[src/rtl/iq_sync_checker_sat_counter.sv]
// sat_counter: saturating up-counter with synchronous clear
module sat_counter #(
  parameter int W = 16
) (
  input  logic         i_clk,
  input  logic         i_rst_b,
  input  logic         i_clear,
  input  logic         i_inc,
  output logic [W-1:0] o_count
);
  // clear wins over increment; hold at all-ones instead of wrapping
  always_ff @(posedge i_clk)
    if (!i_rst_b || i_clear) o_count <= '0;
    else if (i_inc && !(&o_count)) o_count <= o_count + W'(1);
endmodule

[config.mk]
export PLATFORM = sky130hd
export DESIGN_NAME = sat_counter
export DESIGN_NICKNAME = d
export VERILOG_FILES = /design/src/rtl/iq_sync_checker_sat_counter.sv
export SDC_FILE = /design/constraint.sdc
export NUM_CORES = 1
export LEC_CHECK = 0
export ABC_AREA = 0
export CORE_AREA = 2 2 48 50
export DETAILED_ROUTE_END_ITERATION = 16
export DIE_AREA = 0 0 50 52
export PLACE_DENSITY = 0.71
export REMOVE_ABC_BUFFERS = 1
export SETUP_SLACK_MARGIN = 0.1
export SLEW_MARGIN = 20
export SYNTH_ARGS = -nofsm -noshare
export SYNTH_HDL_FRONTEND = slang
export SYNTH_SLANG_ARGS = --single-unit
[constraint.sdc]
create_clock -name i_clk -period 1.8 [get_ports i_clk]
set_clock_uncertainty 0.2 [all_clocks]
set_input_delay 0.36 -clock i_clk [delete_from_list [all_inputs] [get_ports i_clk]]
set_output_delay 0.36 -clock i_clk [all_outputs]
set_load 0.02 [all_outputs]
# After elaboration in Yosys (flattened, before gate mapping)
# Cells that the tools add are included.
word_totals:
  in_bits: 4
  rom_bits: 0
  mem_bits_rw: 0
  wordCells: 7
  mem_count: 0
  reg_bits: 16
  latchBits: 0
op_classes:
  eq_ne: 0
  n_addsub: 1
  mux: 0
  div_mod_pow: 0
  reduce_logical: 5
  n_lt_le_gt_ge: 0
  bitwise_logic: 0
  multipliers: 0
  shift: 0
ops:
  columns: ["op", "count"]
  rows:
  - ["adder 16 x 1 -> 16 bit (second input constant)", 1]
  - ["AND reduction 16 bit", 1]
  - ["zero test 1 bit", 2]
  - ["logical AND 1 bit", 1]
  - ["logical OR 1 bit", 1]

# Longest topological paths before layout
# Gate-level depths: netlist of the first run.
logic_depth:
  word_depth: 3
  mapped_depth: 6
  mapped_depth_nobuf: 5

# Worst setup path before layout of the first run
# No wires, ideal clock.
synth_path:
  path_type: "reg-to-reg"
  start: "register o_count[0]"
  end: "register o_count[15]"
  stages_incl_launch_ff: 6
  synth_period_minus_slack_ns: 1.981
  path_slack_ns: -0.181
  arrival_time_ns: 1.660
  path_buffers: 0
  setup_ns: 0.121
  cell_sequence: "dfxtp_1 -> ha_1 -> nand2_1 -> or3_1 -> nand4_1 -> mux2_2"
synth_between:
  elab_chain_cells: 3
  word_cells_on_any_way: 4
  classes_between: "add/sub (1); reduce/logical (3)"
synth_lines:
  columns: ["item", "line_no", "text"]
  rows:
  - ["start, declared", "9", "output logic [W-1:0] o_count"]
  - ["start signal, assigned", "14", "else if (i_inc && !(&o_count)) o_count <= o_count + W'(1);"]
  - ["branches (longest 3 deep; another with adder 16 x 1 -> 16 bit)", null, null]
# Several ways; the timed one is not identified.
# A chain may end at the register's enable or synchronous reset.

# Final worst setup path of the first run
layout_path:
  start: "register o_count[2]"
  end: "register o_count[15]"
# Same word-level chain as after synthesis.

==> results of run 1 <==
layout make-up:
type                    count  area (sq um)  share of cell area
flip-flops and latches     16           353               0.220
inverters                   2          7.51             0.00468
clock buffers               3          22.5              0.0141
well taps                  28          35.0              0.0219
multi-input cells          75           679               0.424
repair buffers             62           505               0.315
worst max path at each step:
stage	to	slack [ps]	from	cells after the start
finish	o_count[15]$_SDFFE_PP0P_	-190	o_count[2]$_SDFFE_PP0P_	5
global route	o_count[15]$_SDFFE_PP0P_	-210	o_count[1]$_SDFFE_PP0P_	6
CTS	o_count[0]$_SDFFE_PP0P_	-10	o_count[15]$_SDFFE_PP0P_	6
detailed placement	o_count[9]$_SDFFE_PP0P_	-330	i_inc	5
global placement	o_count[9]$_SDFFE_PP0P_	-310	i_inc	5
floorplan	o_count[15]$_SDFFE_PP0P_	-180	o_count[0]$_SDFFE_PP0P_	5
through the flow:
stage               hold slack, ps  setup TNS, ps  worst slack [ps]  instances  instance area, sq um
finish                         325           -278              -192        186                  1600
global route                   359           -953              -211        186                  1600
CTS                            330          -11.6             -11.6        183                  1510
detailed placement             341          -2890              -326        169                  1280
global placement               323          -2570              -311        169                  1280
floorplan                      362          -1560              -181         93                   840
synthesized netlist by cell type, drive strengths merged (3+ instances only):
cell	n
nor3	3
nor2	4
nand3	4
o31ai	3
o21ai	5
nor4	4
or4	4
dfxtp	16
a21oi	7
nand2	9
o21a	3
nand4	6
or3	5
critical path: stages, from the launching register on:
cell,delay (ps)
dfxtp_2,450
nand4_1,230
nor4_4,360
buf_4,160
nand4_1,150
mux2_2,330
metal layers:
metal	share of wire	vias to the layer above	wire length [microns]
li1	-	500	-
met1	0.39	497	1210
met2	0.54	34	1650
met3	0.032	8	97
met4	0.037	0	114
met5	0	-	0
what timing repair did:
item | in CTS | in global routing
pin swaps | 15 | 14
cloned | 1 | 0
resized for setup | 67 | 26
setup buffers | 10 | 3
hold buffers | 0 | 0
endpoints found under the setup margin | 30 | 24
cell usage in the layout, fill, tap and decap left out, drive strengths merged, types with 3 or more instances in the layout:
cell type       n
a21oi           7
buf            46
clkbuf          4
clkdlybuf4s15   6
dfxtp          16
dlygate4sd2     7
nand2           9
nand3           4
nand4           6
nor2            4
nor3            3
nor4            4
o21a            3
o21ai           5
o31ai           3
or3             5
or4             4
cells by family after synthesis:
logic type / after synthesis / share of synthesized area
AO/OA/AOI/OAI: 24 / 0.208
XOR/XNOR: 1 / 0.0103
adder cells (fa/ha/maj): 1 / 0.0146
buffers and inverters: 5 / 0.0264
flip-flops: 16 / 0.375
multiplexers: 2 / 0.0249
AND/OR/NAND/NOR: 47 / 0.341
power breakdown:
part	switching [mW]	internal [mW]
logic	0.0301	0.0294
registers	0.00199	0.348
clock network	0.113	0.0778
==> impl_metrics.csv, run 1 <==
group,metric,value,unit
synthesis,synth_edf_count,0,
final_layout,largest_register,"o_count",
global_route,grt_use_total,0.263,
worst_setup_path,rr_worst_depth,5,
drt,drc,0,
outcome,status,"finished with violations",
sta,setup_viol,6,
worst_setup_path,worstSetupStartpointType,"flop",
worst_hold_path,hold_depth,2,
global_route,grt_pass1_vias,1043,
synthesis,synthDominantCellAreaShare,0.375,
clocking,clkTransAtPathRegs,90,ps
sta,layout_worst_path_cycle_share,1.11,
sta,slew_viol_final,0,
power,power,0.600,mW
final_layout,final_util,0.761,
worst_setup_path,worstSetupPathType,"flop to flop",
place,portBuffers,19,
worst_setup_path,critPathMaxFanout,8,
sta,setup_ws,-192,ps
global_route,use_met1,0.294,
final_layout,reg_top3,"o_count: 16 flops",
synthesis,yosys.area.top_type,"dfxtp_1",
global_route,met2_usage,0.469,
global_route,groute.layer.met3.usage,0.0287,
clocking,clockRootBuffer,"clkbuf_4",
sta,rsz0062_at_grt,"yes",
synthesis,avgSynthCellArea,8.90,sq um
worst_setup_path,critPathCaptureType,"flop",
die,coreArea,2110,sq um
power,ir_drop,0.366,mV
drt,drt_iter0_drc,25,
drt,vias,1039,
sta,worst_pin_slew,358,ps
die,dieWidth,50,microns
drt,drtAntennaViolNets,0,
sta,hold_viol,0,
final_layout,drive_gt1_frac,0.614,
sta,fmax,502,MHz
final_layout,diodes,0,
synthesis,synthCells,96,
place,gp_congestion,0.789,
worst_setup_path,worstPathRequired,1780,ps
final_layout,largest_reg_flops,16,
sta,relSlewSlack,0.760,
clocking,clkLatencyLatePin,290,ps
die,num_rows,17,
global_route,grt_pass1_wl,4.94,mm
final_layout,synthToLayoutAreaGrowth,87.6,%
synthesis,ys_seq_area_frac,0.375,
clocking,cts_num_sinks,16,
synthesis,async_flop_share,0,
synthesis,synth.area.top_cells,"dfxtp_1, a21oi_1, nand2_1, o41ai_4, nand4_1",
die,dieArea,2600,sq um
drt,drt-vias-per-instance,5.59,
clocking,cts_buffers,3,
global_route,antenna_found_initial,0,
global_route,top_usage_layer,"met2",
die,start_util,0.406,
synthesis,ys_warn_count,0,
worst_hold_path,whs_endpoint,"o_count[6]$_SDFFE_PP0P_",
worst_hold_path,hp-class,"flop to flop",
final_layout,fin_nets,165,
drt,wire_per_inst,16.5,microns
drt,dr.pass1.iters,4,
global_route,grt_max_degree,12,
final_layout,final.fill_count,129,
clocking,cts_tree,"built",
worst_setup_path,reg2reg_setup_slack,-190,ps
drt,routed_wl,3.07,mm
die,ios,20,
clocking,htree_levels,1,
worst_setup_path,cp_data_arrival_time,1970,ps
die,die_h,52,microns
worst_setup_path,r2r_start,"o_count[2]$_SDFFE_PP0P_",
outcome,violations,"setup timing",
worst_setup_path,r2r_end,"o_count[15]$_SDFFE_PP0P_",
power,power.leakage,0.675,nW
clocking,clk_path_buf_depth,2,
run,cap_violations,0,
place,hpwl,1.78,mm
worst_hold_path,min-delay-start,"o_count[6]$_SDFFE_PP0P_",
synthesis,synth_cell_type_count,37,
global_route,overflow,0,
synthesis,netlist_area,855,sq um
power,power_density,375,nW/um^2
synthesis,synth_seq_cells,16,
sta,period_minus_slack,1990,ps
synthesis,synth_top_flop_cell,"dfxtp_1",
No activity file was read; power rests on OpenSTA's default activity.
==> run 2, diff against run 1 <==
--- a/config.mk
+++ b/config.mk
@@ -12,6 +12,7 @@
 export PLACE_DENSITY = 0.71
 export REMOVE_ABC_BUFFERS = 1
 export SETUP_SLACK_MARGIN = 0.1
+export SKIP_LAST_GASP = 1
 export SLEW_MARGIN = 20
 export SYNTH_ARGS = -nofsm -noshare
 export SYNTH_HDL_FRONTEND = slang
==> run 2 against run 1 <==
  * The run still ends with setup timing left
  * Core utilization rose by 2.3 points
  * Maximum frequency rose by 3.6%
  * Critical path depth rose by 1
  * Global-route usage did not move
  * Via count rose by 3.7%
  * Register-to-register slack improved by 70 ps
  * Cell count rose by 2.2%
  * Critical endpoint is now o_count[9]$_SDFFE_PP0P_
  * Highest routed layer unchanged
==> impl_metrics.csv, run 2 (same netlist as run 1, synthesis figures left out) <==
group,metric,value,unit
die,start_util,0.406,
drt,drtAntennaViolNets,0,
drt,drt_iter0_drc,26,
drt,routed_wl,3.36,mm
drt,dr.pass1.iters,4,
worst_hold_path,hold_depth,2,
final_layout,fin_nets,169,
clocking,clkLatencyLatePin,310,ps
sta,fmax,520,MHz
worst_setup_path,critPathMaxFanout,3,
global_route,grt_pass1_wl,4.94,mm
sta,hold_viol,0,
drt,drc,0,
sta,relSlewSlack,0.761,
final_layout,final_common_cell,"buf_4",
final_layout,final.fill_count,118,
final_layout,finalNonFillerCells,190,
run,cap_violations,0,
die,die_h,52,microns
sta,rsz0062_at_grt,"yes",
final_layout,final_util,0.784,
clocking,clockRootBuffer,"clkbuf_4",
drt,drt-vias-per-instance,5.67,
place,hpwl,1.78,mm
final_layout,seq_area,354,sq um
worst_setup_path,r2r_start,"o_count[0]$_SDFFE_PP0P_",
worst_setup_path,worstSetupPathType,"flop to flop",
global_route,grt_pass1_vias,1054,
global_route,antenna_found_initial,0,
final_layout,drive_gt1_frac,0.654,
clocking,htree_levels,1,
final_layout,diodes,0,
die,dieWidth,50,microns
global_route,grt_use_total,0.263,
sta,layout_worst_path_cycle_share,1.07,
outcome,violations,"setup timing",
sta,setup_ws,-122,ps
clocking,clkTransAtPathRegs,100,ps
final_layout,largest_reg_flops,16,
clocking,clk_path_buf_depth,2,
outcome,status,"finished with violations",
die,ios,20,
drt,wire_per_inst,17.7,microns
die,dieArea,2600,sq um
place,placedCellCount,169,
clocking,hold_buffers,0,
clocking,cts_buffers,3,
drt,vias,1077,
power,ir_drop,0.352,mV
worst_hold_path,hp-class,"flop to flop",
worst_setup_path,critPathCaptureType,"flop",
place,dp_slack,-326,ps
worst_setup_path,worstPathRequired,1840,ps
sta,hold_ws,329,ps
sta,worst_pin_slew,356,ps
worst_hold_path,min-delay-start,"o_count[6]$_SDFFE_PP0P_",
power,power.leakage,0.714,nW
worst_setup_path,r2r_end,"o_count[9]$_SDFFE_PP0P_",
clocking,cts_num_sinks,16,
final_layout,multi_input_area,699,sq um
final_layout,reg_top3,"o_count: 16 flops",
worst_hold_path,whs_endpoint,"o_count[6]$_SDFFE_PP0P_",
place,portBuffers,19,
sta,slew_viol_final,0,
worst_setup_path,reg2reg_setup_slack,-120,ps
die,coreArea,2110,sq um
worst_setup_path,cp_data_arrival_time,1960,ps
final_layout,mostFrequentLayoutCells,"buf_4, dfxtp_2, buf_6",
global_route,grt_max_degree,12,
die,num_rows,17,
worst_setup_path,rr_worst_depth,6,
sta,period_minus_slack,1920,ps
sta,setup_viol,11,
worst_setup_path,worstSetupStartpointType,"flop",
place,gp_congestion,0.789,
final_layout,largest_register,"o_count",
global_route,overflow,0,
clocking,cts_tree,"built",
final_layout,synthToLayoutAreaGrowth,93.1,%
power,power,0.620,mW
power,power_density,375,nW/um^2
[run 2: cell types whose count changed in the layout (fill, tap and decap cells not counted), moves of 2 or more]
| cell | before | now |
|---|---|---|
| buf_6 | 6 | 9 |
| buf_2 | 4 | 1 |
| clkdlybuf4s15_1 | 5 | 2 |
| clkbuf_2 | 1 | 7 |
| dfxtp_2 | 11 | 9 |
[run 2: area by class of cell]
class	count	share of cell area
clock buffers	3	0.0136
multi-input cells	75	0.424
repair buffers	66	0.322
flip-flops and latches	16	0.215
well taps	28	0.0212
inverters	2	0.00455
[run 2: repair_timing]
item,CTS,global route
endpoints found under the hold margin,0,0
gates resized for setup,55,45
setup buffers,10,7
pin swaps,14,14
setup endpoints to repair,30,25
gates cloned,1,0
[run 2: how the worst max path moves through the flow]
stage,from,endpoint,slack (ps)
floorplan,o_count[0]$_SDFFE_PP0P_,o_count[15]$_SDFFE_PP0P_,-180
global placement,i_inc,o_count[9]$_SDFFE_PP0P_,-310
detailed placement,i_inc,o_count[9]$_SDFFE_PP0P_,-330
CTS,o_count[15]$_SDFFE_PP0P_,o_count[0]$_SDFFE_PP0P_,-10
global route,o_count[0]$_SDFFE_PP0P_,o_count[9]$_SDFFE_PP0P_,-200
finish,o_count[0]$_SDFFE_PP0P_,o_count[9]$_SDFFE_PP0P_,-120
[run 2: layer usage]
| metal | part of all wire | global-route usage | vias up |
|---|---|---|---|
| li1 | - | - | 509 |
| met5 | 0 | 0 | - |
| met4 | 0.042 | 0.194 | 0 |
| met1 | 0.37 | 0.288 | 496 |
| met2 | 0.54 | 0.467 | 55 |
| met3 | 0.049 | 0.0287 | 17 |
[run 2: stage by stage]
stage | instance area (sq um) | setup TNS, ps
5_1_grt | 1650 | -1590
2_1_floorplan | 840 | -1560
6_report | 1650 | -629
4_1_cts | 1490 | -11.6
3_5_place_dp | 1280 | -2890
3_3_place_gp | 1280 | -2570
[run 2: power breakdown]
group	switching, mW	total, mW	internal, mW
Sequential	0.00178	0.349	0.347
Combinational	0.0328	0.0643	0.0315
Clock	0.128	0.206	0.0784
[run 2: critical path: stages (launching register included)]
cell and delay (ps):
dfxtp_4 380, buf_6 100, buf_4 110, nand3_4 70, or3_4 340, or4_4 520
a21oi_2 140
==> run 3, diff against run 2 <==
--- a/config.mk
+++ b/config.mk
@@ -9,11 +9,12 @@
 export CORE_AREA = 2 2 48 50
 export DETAILED_ROUTE_END_ITERATION = 16
 export DIE_AREA = 0 0 50 52
+export GPL_ROUTABILITY_DRIVEN = 1
 export PLACE_DENSITY = 0.71
 export REMOVE_ABC_BUFFERS = 1
 export SETUP_SLACK_MARGIN = 0.1
 export SKIP_LAST_GASP = 1
-export SLEW_MARGIN = 20
+export SLEW_MARGIN = 5
 export SYNTH_ARGS = -nofsm -noshare
 export SYNTH_HDL_FRONTEND = slang
 export SYNTH_SLANG_ARGS = --single-unit
==> results of run 3 <==
The final DEF is identical to that of run 2; final timing and power are the same.
